$ cat config.mk
export PLATFORM = sky130hd
export DESIGN_NAME = gray_ptr_counter
export DESIGN_NICKNAME = d
export VERILOG_FILES = /design/src/rtl/gray_ptr_counter.sv
export SDC_FILE = /design/constraint.sdc
export NUM_CORES = 1
export LEC_CHECK = 0
export ABC_CLOCK_PERIOD_IN_PS = 5350
export CORE_MARGIN = 2
export CORE_UTILIZATION = 55
export CTS_CLUSTER_SIZE = 14
export DETAILED_ROUTE_END_ITERATION = 10
export HOLD_SLACK_MARGIN = 0.15
export PLACE_DENSITY = 0.85
export SLEW_MARGIN = 15
export SYNTH_ARGS = -nofsm -noshare
export SYNTH_HDL_FRONTEND = slang
export SYNTH_SLANG_ARGS = --single-unit
$ cat constraint.sdc
create_clock -name clk -period 5.35 [get_ports clk]
set_input_delay 0.8025 -clock clk [delete_from_list [all_inputs] [get_ports clk]]
set_output_delay 0.8025 -clock clk [all_outputs]
set_load 0.03 [all_outputs]
$ cat src/rtl/gray_ptr_counter.sv
// One side of a dual-pointer FIFO: local pointer with lap bit, published as an
// offset-Gray code, plus decode/validation of the peer pointer and level/full/empty.
module gray_ptr_counter #(
  parameter int DEPTH = 6,
  parameter int PTR_W = 3,
  parameter int MODE  = 0,
  localparam int CW   = PTR_W + 1
) (
  input  logic             clk,
  input  logic             rst,
  input  logic             inc_i,
  output logic [CW-1:0]    ptr_gray_o,
  output logic [CW-1:0]    ptr_bin_o,
  output logic [PTR_W-1:0] addr_o,
  input  logic [CW-1:0]    remote_gray_i,
  output logic [CW-1:0]    level_o,
  output logic             full_o,
  output logic             empty_o,
  output logic             err_o
);
  localparam int M = 2 * DEPTH;
  localparam int O = (1 << PTR_W) - DEPTH;

  logic [CW-1:0] bin_q, gray_q, rbin_q, bin_nxt, rx, level_raw, addr_full;
  logic [CW:0]   diff;
  logic          valid, over, blocked;

  // Offsetting by O centres the M used codes in the reflected code, so the
  // wrap M-1 -> 0 is also a single-bit change.
  function automatic logic [CW-1:0] to_code(input logic [CW-1:0] b);
    logic [CW-1:0] x;
    x = b + CW'(O);
    return x ^ (x >> 1);
  endfunction

  always_comb begin
    rx = '0;
    rx[CW-1] = remote_gray_i[CW-1];
    for (int i = CW - 2; i >= 0; i--)
      rx[i] = rx[i+1] ^ remote_gray_i[i];
  end

  assign valid = (int'(rx) >= O) && (int'(rx) <= (1 << CW) - 1 - O);

  always_comb begin
    if (MODE == 0) diff = {1'b0, bin_q} - {1'b0, rbin_q};
    else           diff = {1'b0, rbin_q} - {1'b0, bin_q};
    if (diff[CW]) diff = diff + (CW+1)'(M);
  end

  assign level_raw = diff[CW-1:0];
  assign over      = level_raw > CW'(DEPTH);
  assign level_o   = over ? CW'(DEPTH) : level_raw;
  assign full_o    = (level_o == CW'(DEPTH));
  assign empty_o   = (level_o == '0);
  assign blocked   = (MODE == 0) ? full_o : empty_o;

  assign bin_nxt   = (bin_q == CW'(M - 1)) ? '0 : bin_q + 1'b1;
  assign addr_full = (bin_q >= CW'(DEPTH)) ? bin_q - CW'(DEPTH) : bin_q;
  assign addr_o    = addr_full[PTR_W-1:0];

  assign ptr_bin_o  = bin_q;
  assign ptr_gray_o = gray_q;

  always_ff @(posedge clk) begin
    if (rst) begin
      bin_q  <= '0;
      gray_q <= to_code('0);
      rbin_q <= '0;
      err_o  <= 1'b0;
    end else begin
      if (inc_i && !blocked) begin
        bin_q  <= bin_nxt;
        gray_q <= to_code(bin_nxt);
      end
      if (valid) rbin_q <= rx - CW'(O);
      if (!valid || over) err_o <= 1'b1;
    end
  end
endmodule

---- Yosys cells after proc, flatten, opt, wreduce, memory -nomap -nowiden ----
Cells that the tools add are included.
cells by class
  add/sub/neg operators ................... 6
  order comparisons ....................... 4
  eq/ne operators ......................... 2
  mux-type cells .......................... 4
  bitwise gates (word level) .............. 4
  reduce and logical (&&, ||, !) cells .... 6
operators by type and width
  operator                                                                              count
  4-bit 2-to-1 mux                                                                      3
  4-bit by 4-bit subtractor with 5-bit output                                           1
  4-bit by 1-bit adder with 4-bit output (second input constant)                        1
  4-bit by 2-bit adder with 4-bit output (second input constant)                        1
  4-bit adder (second input constant)                                                   1
  4-bit by 3-bit equality test with 1-bit output (second input constant)                1
  4-bit equality test (second input constant)                                           1
  4-bit by 2-bit greater-or-equal comparator with 1-bit output (second input constant)  1
  4-bit by 3-bit greater-or-equal comparator with 1-bit output (second input constant)  1
  4-bit by 3-bit greater-than comparator with 1-bit output (second input constant)      1
  4-bit less-or-equal comparator (second input constant)                                1
  4-bit zero test                                                                       1
  4-bit by 2-bit subtractor with 4-bit output (second input constant)                   1
  4-bit by 3-bit XOR with 4-bit output                                                  1
  3-bit 2-to-1 mux                                                                      1
  3-bit subtractor (second input constant)                                              1
  1-bit XOR                                                                             3
  1-bit logical AND                                                                     2
  1-bit zero test                                                                       2
  1-bit logical OR                                                                      1
storage, ports and cells
  flip-flop bits (word level) ............. 13
  input port bits ......................... 7
  output and inout port bits .............. 18
  logic and storage cells ................. 30

---- Depth between registers and ports, before layout ----
  depth in word-level cells ............... 8
  mapped depth ............................ 11
  depth with buffers taken out ............ 11

---- Worst setup path after synthesis ----
Ideal clock, no wire load.
  kind .................................... register to output
  from .................................... reg bin_q[0] (netlist: ptr_bin_o[0])
  to ...................................... out level_o[0]
  data arrival time ....................... 3.010 ns
  data required time ...................... 4.548 ns
  slack ................................... 1.537 ns
  cell stages (with the launch flop) ...... 10
  path buffers ............................ 1
  cells stage by stage .................... dfxtp_1 -> inv_1 -> ha_1 -> fa_1 -> and2b_1 -> or2_1 -> buf_6 -> or3_4 -> and2_1 -> nor2_1
on the way
  word-level cells in the longest chain between the ends .. 5
ends and longest elaborated chain
  item                                                      RTL line  text
  from (decl)                                               24        logic [CW-1:0] bin_q, gray_q, rbin_q, bin_nxt, rx, level_raw, addr_full;
  from (signal assigned)                                    73        bin_q <= bin_nxt;
  4-bit by 4-bit subtractor with 5-bit output (*)           46        if (MODE == 0) diff = {1'b0, bin_q} - {1'b0, rbin_q};
  4-bit adder                                               48        if (diff[CW]) diff = diff + (CW+1)'(M);
  4-bit 2-to-1 mux (*)                                      48
  4-bit by 3-bit greater-than comparator with 1-bit output  52        assign over = level_raw > CW'(DEPTH);
  4-bit 2-to-1 mux (*)                                      53        assign level_o = over ? CW'(DEPTH) : level_raw;
  to (decl)                                                 16        output logic [CW-1:0] level_o,
Every way passes the cells marked *; elsewhere a longest branch is shown, timed or not.

---- Worst setup path in the final report ----
Same ends and word-level chain as after synthesis.

==> out/results.txt <==
Critical Path Fanout Max: 7
IO buf count: 23
DR DRC count: 0
Core Area: 2148 um2
GRT Util Overall: 24.31%
largest net degree at the start of global routing: 17
Syn Area/Cell: 7.957 um2
non-filler cells, final: 201
met3 WL post-DR: 68 um
ys flop type: dfxtp_1
post-route ant nets: 0
critical path endpoint category: primary output
worst min-delay path category: reg -> reg
PD cells: 501.2 nW/um2
Peak supply drop: 0.0003510 V
top cells by area, synth: dfxtp_1, ha_1, nor2_1, inv_1, a21oi_1
Largest stage delay, worst path: 670 ps
Post-CTS Setup Inserts: 0
CP cell instances: inv_1 -> ha_1 -> fa_1 -> and2b_1 -> or2_1 -> or3_4 -> and2_1 -> nor2_1 -> clkdlybuf4s50_1
post-synth cell types: 48
clk slew on worst S/H paths: 80 ps
routed metal-1 wirelength: 1.267 mm
drt first pass iters: 4
crit-path leading delay family: simple AND/OR/NAND/NOR gates
CTS Buf Count: 3
share of the synthesized area in the top cell type: 21.38%
CP Class: reg -> out
Overall Power: 0.7350 mW
Worst Path Arrival: 3420 ps
number of global-route vias before repair: 1174
Nets: 195
first-pass GRT wire length: 4.885 mm
Final Hold Viols: 0
Final period util: 78.95%
initial antenna violation count: 0
CP Buf/Inv Count: 2
asr flop ratio synth: 0%
diodes inserted: 0
die area: 2606 um2
count of flip-flops with a built-in enable after synthesis: 0
Die Span Y: 51.05 um
result of the run: complete, no violations
maximum root-to-sink buffer count: 2
Worst Setup Start Kind: register
CTS tree: done
RSZ-0062 raised after global routing: false
DP Cell Count: 197
fmax: 0.2367 GHz
Final Util: 68.26%
largest area contributor in the netlist: dfxtp_1
Worst-Skew Late Latency: 270 ps
post-synthesis sequential area ratio: 21.38%
fill count: 185
synthesized flop and latch total: 13
DR WL/cell: 14.23 um
Post-synth top cells: nor2_1, inv_1, dfxtp_1, ha_1
Worst path slowest cell: clkdlybuf4s50_1
Slew @ Worst Pin: 565.8 ps
Max-slew headroom: 62.16%
WP data required: 4550 ps
Die Span X: 51.05 um
CTS H-tree lvls: 1
Area growth, synth to finish: 20.45%
most common cell in the netlist: nor2_1
Ports: 25
routed via count: 1139
post-cts sizing count: 0
area of the multi-input gates: 858.3 um2
Mapped Area: 1217 um2
Final Slew Violations: 0
highest metal used: met4
final worst slack: 1126 ps
cell row count: 17
pre-CTS WS: 1445 ps
GP Congestion: 0.9296
Root Buffer: clkbuf_4
CTS sink count: 13
LEAKAGE: 0.6153 nW
setup_tns: 0 ps
hold buffers post-CTS: 0
synth warn: 0
Final HPWL DP: 2.281 mm
DRT iter0 DRCs: 26
Synth Instances: 153
share of layout cells above drive strength 1: 8.092%
final WL: 2.861 mm
remaining global-route overflow: 0
Period minus WS final: 4224 ps
DR WL met2: 1.471 mm
skew final: 0.3394 ps
syn nets: 174
max_cap viols: 0
initial cell density of the core: 56.67%
FF+latch area: 260.3 um2
final setup violation count: 0
Vias/cell: 5.667
==> final timing paths <==
path	startpoint	end	slack (ps)	cells after the start
worst min register to register	ptr_gray_o[1]$_SDFFE_PP1P_	ptr_gray_o[1]$_SDFFE_PP1P_	500	1
worst max register to register	ptr_bin_o[0]$_SDFFE_PP0P_	ptr_gray_o[1]$_SDFFE_PP1P_	2500	8
worst min-delay path	ptr_gray_o[1]$_SDFFE_PP1P_	ptr_gray_o[1]$_SDFFE_PP1P_	500	1
worst max-delay path	ptr_bin_o[0]$_SDFFE_PP0P_	level_o[0]	1130	9
==> metrics by stage <==
step	hold WS, ps	instance area, um2
6_report	497.4	1466
5_1_grt	534.7	1466
4_1_cts	503.2	1466
3_5_place_dp	486.1	1440
3_3_place_gp	452.7	1440
2_1_floorplan	464.6	1217
==> kinds of logic after synthesis <==
logic type	synth area share (%)
DFF	21.38
AOI/OAI and AO/OA	21.79
and+or+nand+nor	24.98
buffers and inverters	8.118
other	0.3080
xor gates and xnor gates	4.215
adders and majority gates	15.01
muxes	4.214
==> flip-flops by register name, indices dropped and copies added (netlist names) <==
signal	cells
ptr_gray_o	4
rbin_q	4
ptr_bin_o	4
err_o	1
==> routing by layer <==
| layer | vias to the layer above | GRT usage [%] |
|---|---|---|
| met5 | - | 0 |
| met4 | 0 | 13.06 |
| met3 | 7 | 2.339 |
| met2 | 29 | 43.07 |
| met1 | 526 | 28.57 |
| li1 | 577 | - |
==> placed cells by master (no fill, tap or decap), types with 5 or more instances in the layout <==
master and count:
nor2b_1 5, a21oi_1 11, inv_1 15, clkdlybuf4s50_1 23, nor3_1 11, dfxtp_1 13
nor2_1 17, ha_1 13, nand2_1 7, o21ai_0 6
==> layout make-up <==
type | instances | share of cell area (%)
inverters | 15 | 3.840
repair buffers | 23 | 15.70
clock buffers | 4 | 1.792
well taps | 28 | 2.389
multi-input cells | 118 | 58.53
flip-flops and latches | 13 | 17.75
==> power breakdown <==
group	switching (mW)	leakage, nW	internal [mW]
clock network	0.0319	0.0150	0.0288
logic	0.313	0.493	0.223
registers	0.0208	0.107	0.117
total	0.366	0.615	0.369
Note: power is estimated with default switching activity, not from simulation.
